**src/rtl/key_tx_queue.sv**
```systemverilog
// Keystroke byte FIFO with VT100 cursor-key expansion, pacing a UART via start/busy handshake.
// Optional build macro: NEWLINE_CRLF_EN (CR key expands to CR LF).
//
// state   | meaning
// IDLE    | wait for queued byte and idle transmitter; pop head into txData
// SEND    | txStart asserted for this single cycle
// WAIT_HI | wait for txBusy to rise, give up after ACK_TIMEOUT cycles
// WAIT_LO | wait for transmitter to finish the byte
module key_tx_queue #(
  parameter int DEPTH       = 16,
  parameter int ACK_TIMEOUT = 4
) (
  input  logic                     clk,
  input  logic                     rst,
  input  logic                     keyValid,
  input  logic [7:0]               keyData,
  input  logic                     keyIsSpecial,
  output logic                     txStart,
  output logic [7:0]               txData,
  input  logic                     txBusy,
  output logic [$clog2(DEPTH):0]   fifoLevel,
  output logic                     keyDropped,
  output logic [7:0]               dropCount
);

  localparam int AW = $clog2(DEPTH);
  localparam int LW = AW + 1;
  localparam int CW = $clog2(ACK_TIMEOUT + 1);

  typedef enum logic [1:0] {IDLE, SEND, WAIT_HI, WAIT_LO} state_t;

  state_t         r_state;
  state_t         w_state_nxt;
  logic [7:0]     r_mem [DEPTH];
  logic [AW-1:0]  r_wr_ptr;
  logic [AW-1:0]  r_rd_ptr;
  logic [LW-1:0]  r_level;
  logic [CW-1:0]  r_to_cnt;
  logic           r_tx_start;
  logic [7:0]     r_tx_data;
  logic           r_drop;
  logic [7:0]     r_drop_cnt;

  logic [1:0]     w_len;
  logic [7:0]     w_b0;
  logic [7:0]     w_b1;
  logic [7:0]     w_b2;
  logic [LW-1:0]  w_free;
  logic           w_fits;
  logic           w_push;
  logic           w_drop;
  logic           w_pop;

  always_comb begin
    w_len = 2'd0;
    w_b0  = keyData;
    w_b1  = 8'h5B;
    w_b2  = 8'h00;
    if (keyIsSpecial) begin
      w_b0  = 8'h1B;
      w_len = 2'd3;
      case (keyData)
        8'h01:   w_b2 = 8'h41;
        8'h02:   w_b2 = 8'h42;
        8'h03:   w_b2 = 8'h43;
        8'h04:   w_b2 = 8'h44;
        8'h05:   w_b2 = 8'h48;
        8'h06:   w_b2 = 8'h46;
        default: w_len = 2'd0;
      endcase
    end else begin
      w_len = 2'd1;
`ifdef NEWLINE_CRLF_EN
      if (keyData == 8'h0D) begin
        w_len = 2'd2;
        w_b1  = 8'h0A;
      end
`endif
    end
  end

  // Free space is judged on the level before any pop in the same cycle.
  assign w_free = LW'(DEPTH) - r_level;
  assign w_fits = (w_free >= LW'(w_len));
  assign w_push = keyValid && (w_len != 2'd0) && w_fits;
  assign w_drop = keyValid && (w_len != 2'd0) && !w_fits;
  assign w_pop  = (r_state == IDLE) && (r_level != '0) && !txBusy;

  always_comb begin
    w_state_nxt = r_state;
    case (r_state)
      IDLE:    if (w_pop) w_state_nxt = SEND;
      SEND:    w_state_nxt = WAIT_HI;
      WAIT_HI: begin
        if (txBusy)                               w_state_nxt = WAIT_LO;
        else if (r_to_cnt == CW'(ACK_TIMEOUT - 1)) w_state_nxt = IDLE;
      end
      WAIT_LO: if (!txBusy) w_state_nxt = IDLE;
      default: w_state_nxt = IDLE;
    endcase
  end

  always_ff @(posedge clk) begin
    if (rst) r_state <= IDLE;
    else     r_state <= w_state_nxt;
  end

  always_ff @(posedge clk) begin
    if (rst) begin
      r_wr_ptr   <= '0;
      r_rd_ptr   <= '0;
      r_level    <= '0;
      r_to_cnt   <= '0;
      r_tx_start <= 1'b0;
      r_tx_data  <= 8'h00;
      r_drop     <= 1'b0;
      r_drop_cnt <= 8'h00;
    end else begin
      r_tx_start <= (w_state_nxt == SEND);
      if (w_pop) begin
        r_tx_data <= r_mem[r_rd_ptr];
        r_rd_ptr  <= r_rd_ptr + AW'(1);
      end
      if (r_state == SEND)                    r_to_cnt <= '0;
      else if (r_state == WAIT_HI && !txBusy) r_to_cnt <= r_to_cnt + CW'(1);
      if (w_push) r_wr_ptr <= r_wr_ptr + AW'(w_len);
      r_level <= r_level + (w_push ? LW'(w_len) : LW'(0)) - (w_pop ? LW'(1) : LW'(0));
      r_drop  <= w_drop;
      if (w_drop && r_drop_cnt != 8'hFF) r_drop_cnt <= r_drop_cnt + 8'd1;
    end
  end

  // All bytes of one key land on the same edge, so a sequence is never split.
  always_ff @(posedge clk) begin
    if (w_push) begin
      r_mem[r_wr_ptr] <= w_b0;
      if (w_len >= 2'd2) r_mem[r_wr_ptr + AW'(1)] <= w_b1;
      if (w_len == 2'd3) r_mem[r_wr_ptr + AW'(2)] <= w_b2;
    end
  end

  assign txStart    = r_tx_start;
  assign txData     = r_tx_data;
  assign fifoLevel  = r_level;
  assign keyDropped = r_drop;
  assign dropCount  = r_drop_cnt;

endmodule

```
**config.mk**
```make
export PLATFORM = sky130hd
export DESIGN_NAME = key_tx_queue
export DESIGN_NICKNAME = d
export VERILOG_FILES = /design/src/rtl/key_tx_queue.sv
export SDC_FILE = /design/constraint.sdc
export NUM_CORES = 1
export LEC_CHECK = 0
export CAP_MARGIN = 30
export CORE_ASPECT_RATIO = 1.25
export CORE_MARGIN = 5
export CORE_UTILIZATION = 45
export DETAILED_ROUTE_END_ITERATION = 10
export HOLD_SLACK_MARGIN = 0.05
export PLACE_DENSITY = 0.71
export SYNTH_ARGS = -nofsm -noshare
export SYNTH_HDL_FRONTEND = slang
export SYNTH_SLANG_ARGS = --single-unit
```
**constraint.sdc**
```tcl
create_clock -name clk -period 6.33 [get_ports clk]
set_input_delay 0.633 -clock clk [delete_from_list [all_inputs] [get_ports clk]]
set_output_delay 0.633 -clock clk [all_outputs]
set_load 0.1 [all_outputs]
```
# ---- Word level (Yosys, flattened, before mapping)
# Memory sizes are Yosys's and may differ from the RTL's. A register that Yosys moved wholly into a read port is not among the register bits.
# Index checks and enable logic that the tools add are counted.
dict set report word_totals {
  out_inout_bits 23
  ram_bits 128
  word_cells 67
  in_bits 13
  latch_bits 0
  register_bits 28
  mem_bits_ro 0
  mem_count 1
}
dict set report classes {
  eq_ne 13
  n_shift 0
  reduce_logical 14
  n_div 0
  n_lt_le_gt_ge 2
  bitwise_logic 0
  n_mux 20
  n_mul 0
  n_addsub 9
}
# memory words word_bits read_ports rd_clocked_by_memory_dff write_ports line
set mem_list {}
lappend mem_list {r_mem 16 8 1 1 3 34} ;# logic [7:0] r_mem [DEPTH];
# op count
set ops {}
lappend ops {{7-bit one-hot mux with 6 select lines} 1}
lappend ops {{8-bit by 3-bit == test with 1-bit output, second input constant} 3}
lappend ops {{8-bit by 2-bit == test with 1-bit output, second input constant} 2}
lappend ops {{2-bit 2-to-1 mux} 7}
lappend ops {{1-bit 2-to-1 mux} 9}
lappend ops {{4-bit by 1-bit adder with 4-bit output, second input constant} 2}
lappend ops {{8-bit by 1-bit adder with 8-bit output, second input constant} 1}
lappend ops {{8-bit by 1-bit == test with 1-bit output, second input constant} 1}
lappend ops {{8-bit 2-to-1 mux} 1}
lappend ops {{8-bit != test, second input constant} 1}
lappend ops {{2-bit one-hot mux with 4 select lines} 1}
lappend ops {{1-bit logical AND} 7}
lappend ops {{7-bit 2-to-1 mux} 1}
lappend ops {{2-bit == test, second input constant} 3}
lappend ops {{6-bit OR reduction} 1}
lappend ops {{5-bit by 2-bit adder with 5-bit output} 1}
lappend ops {{5-bit by 2-bit >= comparator with 1-bit output} 1}
lappend ops {{5-bit nonzero test} 1}
lappend ops {{5-bit by 1-bit subtractor with 5-bit output} 1}
lappend ops {{5-bit subtractor, first input constant} 1}
lappend ops {{4-bit by 2-bit adder with 4-bit output} 1}
lappend ops {{4-bit by 2-bit adder with 4-bit output, second input constant} 1}
lappend ops {{2-bit by 1-bit == test with 1-bit output, second input constant} 2}
lappend ops {{3-bit by 1-bit adder with 3-bit output, second input constant} 1}
lappend ops {{6 further kinds} 7}

# ---- Logic depth before layout (Yosys ltp)
dict set report depth {
  depth_word 10
  depth_mapped 19
  mapped_depth_nobuf 18
}

# ---- Least setup slack after synthesis
# OpenSTA, ideal clock, no wires.
dict set report synth_timing {
  kind {input to register}
  startpoint {in keyData[6]}
  endpoint {reg r_level[4], in the netlist fifoLevel[4]}
  required_ps 6260
  stages 19
  setup_time_ps 70
  slack_ps 1682
  n_path_buf 1
  arrival_ps 4578
  cell_sequence {or4_4 > nor2_1 > nand2_1 > nor3_1 > inv_1 > ha_1 > inv_1 > o211a_1 > a211oi_4 > inv_2 > buf_2 > ha_1 > inv_1 > ha_1 > fa_1 > a21oi_1 > nor2_1 > or3_1 > a21oi_1}
}
dict set report synth_between {
  elab_chain_len 10
  word_cells_on_any_way 16
  cone_classes {add/sub: 2; order compare: 1; eq/ne: 6; mux: 3; reduce/logical: 4}
}
# item line
set synth_rtl {}
lappend synth_rtl {{start, declared} 16} ;# input logic [7:0] keyData,
lappend synth_rtl {{8-bit by 3-bit == test with 1-bit output (tied with other cells)} 62} ;# case (keyData)
lappend synth_rtl {{6-bit OR reduction (no line) *} n/a}
lappend synth_rtl {{2-bit 2-to-1 mux *} 62}
lappend synth_rtl {{2-bit 2-to-1 mux *} 59} ;# if (keyIsSpecial) begin
lappend synth_rtl {{parallel branches: the longest is 3 deep, another holds 5-bit by 2-bit >= comparator with 1-bit output} n/a}
lappend synth_rtl {{2-bit 2-to-1 mux *} 127} ;# r_level <= r_level + (w_push ? LW'(w_len) : LW'(0)) - (w_pop ? LW'(1) : LW'(0));
lappend synth_rtl {{5-bit by 2-bit adder with 5-bit output *} 127}
lappend synth_rtl {{5-bit by 1-bit subtractor with 5-bit output *} 127}
lappend synth_rtl {{end signal, assigned} 127}
lappend synth_rtl {{end, declared} 37} ;# logic [LW-1:0] r_level;
# Mark *: on every way between the ends.
# A chain may end at the register's enable or synchronous reset.

# ---- Worst setup path after layout
# Ends and elaborated chain as after synthesis.

==> flow_summary.ini <==
[place]
gpl.final_weighted_congestion = 0.987
port_buffers = 35
pre_cts_slack_ns = 1.08
place_hpwl_um = 19500
dpl_cell_area_um2 = 9390
dp.cells = 1174

[cts]
cts.sinks = 164
clkTransAtPathRegs_ns = 0.07
cts-htree-levels = 4
clk_latency_ns = 0.44
postCtsSetupRepairBufs = 0
cts_tree = done
ctsResizeCount = 0
root_buffer = clkbuf_16
cts_buffers = 17
cts.hold.buffers_added = 0
max-clock-path-buffers = 2

[logic_synthesis]
synth_area_per_cell_um2 = 9.61
yosysUniqueCellTypes = 66
syn_area_um2 = 8850
postSynthCellCount = 921
synth_warnings = 0
ys.flop_type = dfxtp_1
synth_nets = 954
synth-seq-area-share_pct = 46.2
ys_ff_latch = 164
synth-edff-count = 80
synthArstFlopShare_pct = 0

[grt]
met1_usage_pct = 30.3
grt_usage_pct = 23.7
top_usage_layer = met2
overflow = 0
grtUsageMet3_pct = 5.07
grt_pass1_vias = 7165
grt_pass1_wl_um = 41100
grt_max_degree = 37
grt_antenna_before_repair = 0
grt_use_met2_pct = 38.5

[drt]
drt_wl_total_um = 26800
dr.pass1.iters = 7
dr_total_vias = 7622
drc = 0
ant_nets = 0
routed_via_density = 6.32
wire_per_inst_um = 22.2
drt-initial-drc-count = 1104

[timing]
fin_setup_tns_ns = 0
fin_crit_sh_pct = 76.2
max_freq_ghz = 0.207
tightestPinTransition_ns = 1.07
slew_headroom_pct = 28.6
setup_viol = 0
rsz0062_at_grt = false
drv_slew = 0
finalHoldViolations = 0
fin_ws_ns = 1.51
clock_skew_ns = 0.0140
period_needed_ns = 4.82

[worst_setup_path]
crit_chain = clkdlybuf4s50_1, or4_4, nor2_1, nand2_1, nor3_1, inv_1, ha_1, inv_1, o211a_1, a211oi_4, inv_2, ha_1, inv_1, ha_1, fa_1, a21oi_1, nor2_1, or3_1, a21oi_1
crit_type = in2reg
critPathSlowestCell = or4_4
endpoint_kind = flop
critical-path-top-delay-family = simple AND/OR/NAND/NOR gates
arrival_ns = 5.18
required_ns = 6.69
start_kind = primary input
cp_max_fo = 16
slowest_delay_ns = 0.57
critPathBufInv = 5

[layout]
nets = 961
drive_gt1_share_pct = 10.6
antenna_cells = 0
stdcell_count = 1206
stdcell_area_um2 = 9940
area_growth_pct = 12.3

[floorplan]
row_count = 57
die_h_um = 167
dieWidth_um = 135
start_util_pct = 45.6
die_area_um2 = 22600
ios = 36
core_area_um2 = 19400

[pwr]
ir_drop_uv = 207
pwr_density_cell_nw_per_um2 = 333
fin_total_pwr_uw = 3310
leakage_uw = 0.00337

[job]
maxCapViolCount = 0

[run_status]
run_status = complete, no violations

[hold_path]
hp-class = reg2reg
through the flow:
| stage | hold slack, ns | util (%) |
|---|---|---|
| after floorplan | 0.423 | - |
| after global placement | 0.443 | 48.3 |
| after detailed placement | 0.444 | 48.4 |
| after CTS | 0.448 | 51.2 |
| after global routing | 0.475 | 51.2 |
| final | 0.445 | 51.2 |
worst reg2reg max path, stage by stage (launching register included):
cell,delay (ns)
dfxtp_1,0.41
inv_1,0.11
ha_1,0.23
and2_1,0.14
ha_1,0.23
or4_1,0.76
inv_1,0.40
ha_1,0.20
inv_1,0.04
ha_1,0.20
fa_1,0.40
a21oi_1,0.15
nor2_1,0.06
or3_1,0.34
a21oi_1,0.17
layout by cell type (no fill, tap or decap), drive strengths merged, types with 3 or more instances in the layout:
cell type	Yosys	layout
and3	6	6
o21a	7	7
a22oi	21	21
mux2i	12	12
or3	10	10
nand2	125	125
a211oi	8	8
mux2	4	4
nor2b	11	11
nand2b	10	10
o32ai	4	4
nor2	98	98
xor2	5	5
o211ai	3	3
and2	7	7
or2	7	7
ha	18	18
a32oi	4	4
nor3	28	28
buf	15	7
edfxtp	80	80
nor3b	3	3
inv	21	26
o22ai	26	26
clkdlybuf4s50	0	35
clkinv	1	5
a21oi	98	98
nand3	10	10
a21o	6	6
xnor2	14	14
nand3b	4	4
dfxtp	84	84
a31oi	9	9
o21ai	56	56
mux4	32	32
clkbuf	40	23
or4	4	4
report_power, final:
part	switching, µW	internal, µW	total [µW]
clock	439	541	980
sequential	64.8	1190	1260
combinational	702	366	1070
cell usage after synthesis (all sizes together) (12+ instances only):
cell type | count | area, µm²
nand2 | 125 | 469
a21oi | 98 | 490
nor2 | 98 | 373
dfxtp | 84 | 1680
edfxtp | 80 | 2400
o21ai | 56 | 284
clkbuf | 40 | 150
mux4 | 32 | 721
nor3 | 28 | 189
o22ai | 26 | 163
a22oi | 21 | 158
inv | 21 | 78.8
ha | 18 | 225
buf | 15 | 60.1
xnor2 | 14 | 123
mux2i | 12 | 120
state kept, by name, indices dropped and copies added (netlist names):
register    cells
r_mem         128
dropCount       8
txData          8
fifoLevel       5
r_rd_ptr        4
r_wr_ptr        4
r_to_cnt        3
r_state         2
keyDropped      1
txStart         1
cell families (layout without fill, tap and decap cells):
group	count (synthesis)	after routing	share of synthesized area [%]
xor+xnor	19	19	1.88
mux	48	48	10.0
buf+inv	77	97	3.31
flops	164	164	46.2
fa+ha+maj	20	20	3.00
simple gates	331	331	17.6
compound gates	262	262	18.0
worst paths after layout:
| path | slack, ns | to | startpoint | cells past startpoint |
|---|---|---|---|---|
| max | 1.51 | fifoLevel[4] | keyData[6] | 19 |
| min reg2reg | 0.45 | r_mem[4][4] | r_mem[4][4] | 2 |
| min | 0.45 | r_mem[4][4] | r_mem[4][4] | 2 |
| max reg2reg | 2.42 | fifoLevel[4] | fifoLevel[0] | 14 |
per-layer routing:
metal / routed length (µm) / vias up / part of all wire (%)
met5: 0 / - / 0
met4: 1390 / 0 / 5.2
met3: 2640 / 131 / 9.8
met2: 12800 / 503 / 48
met1: 10000 / 3576 / 37
li1: - / 3412 / -
cell type report:
class,count,area [µm²]
clock inverters,9,66.3
clock buffers,23,482
multi-input cells,680,4480
inverters,22,82.6
flip-flops and latches,164,4090
repair buffers,43,414
fillers,1840,9460
well taps,265,332
Power figures use the tool's default switching activity.
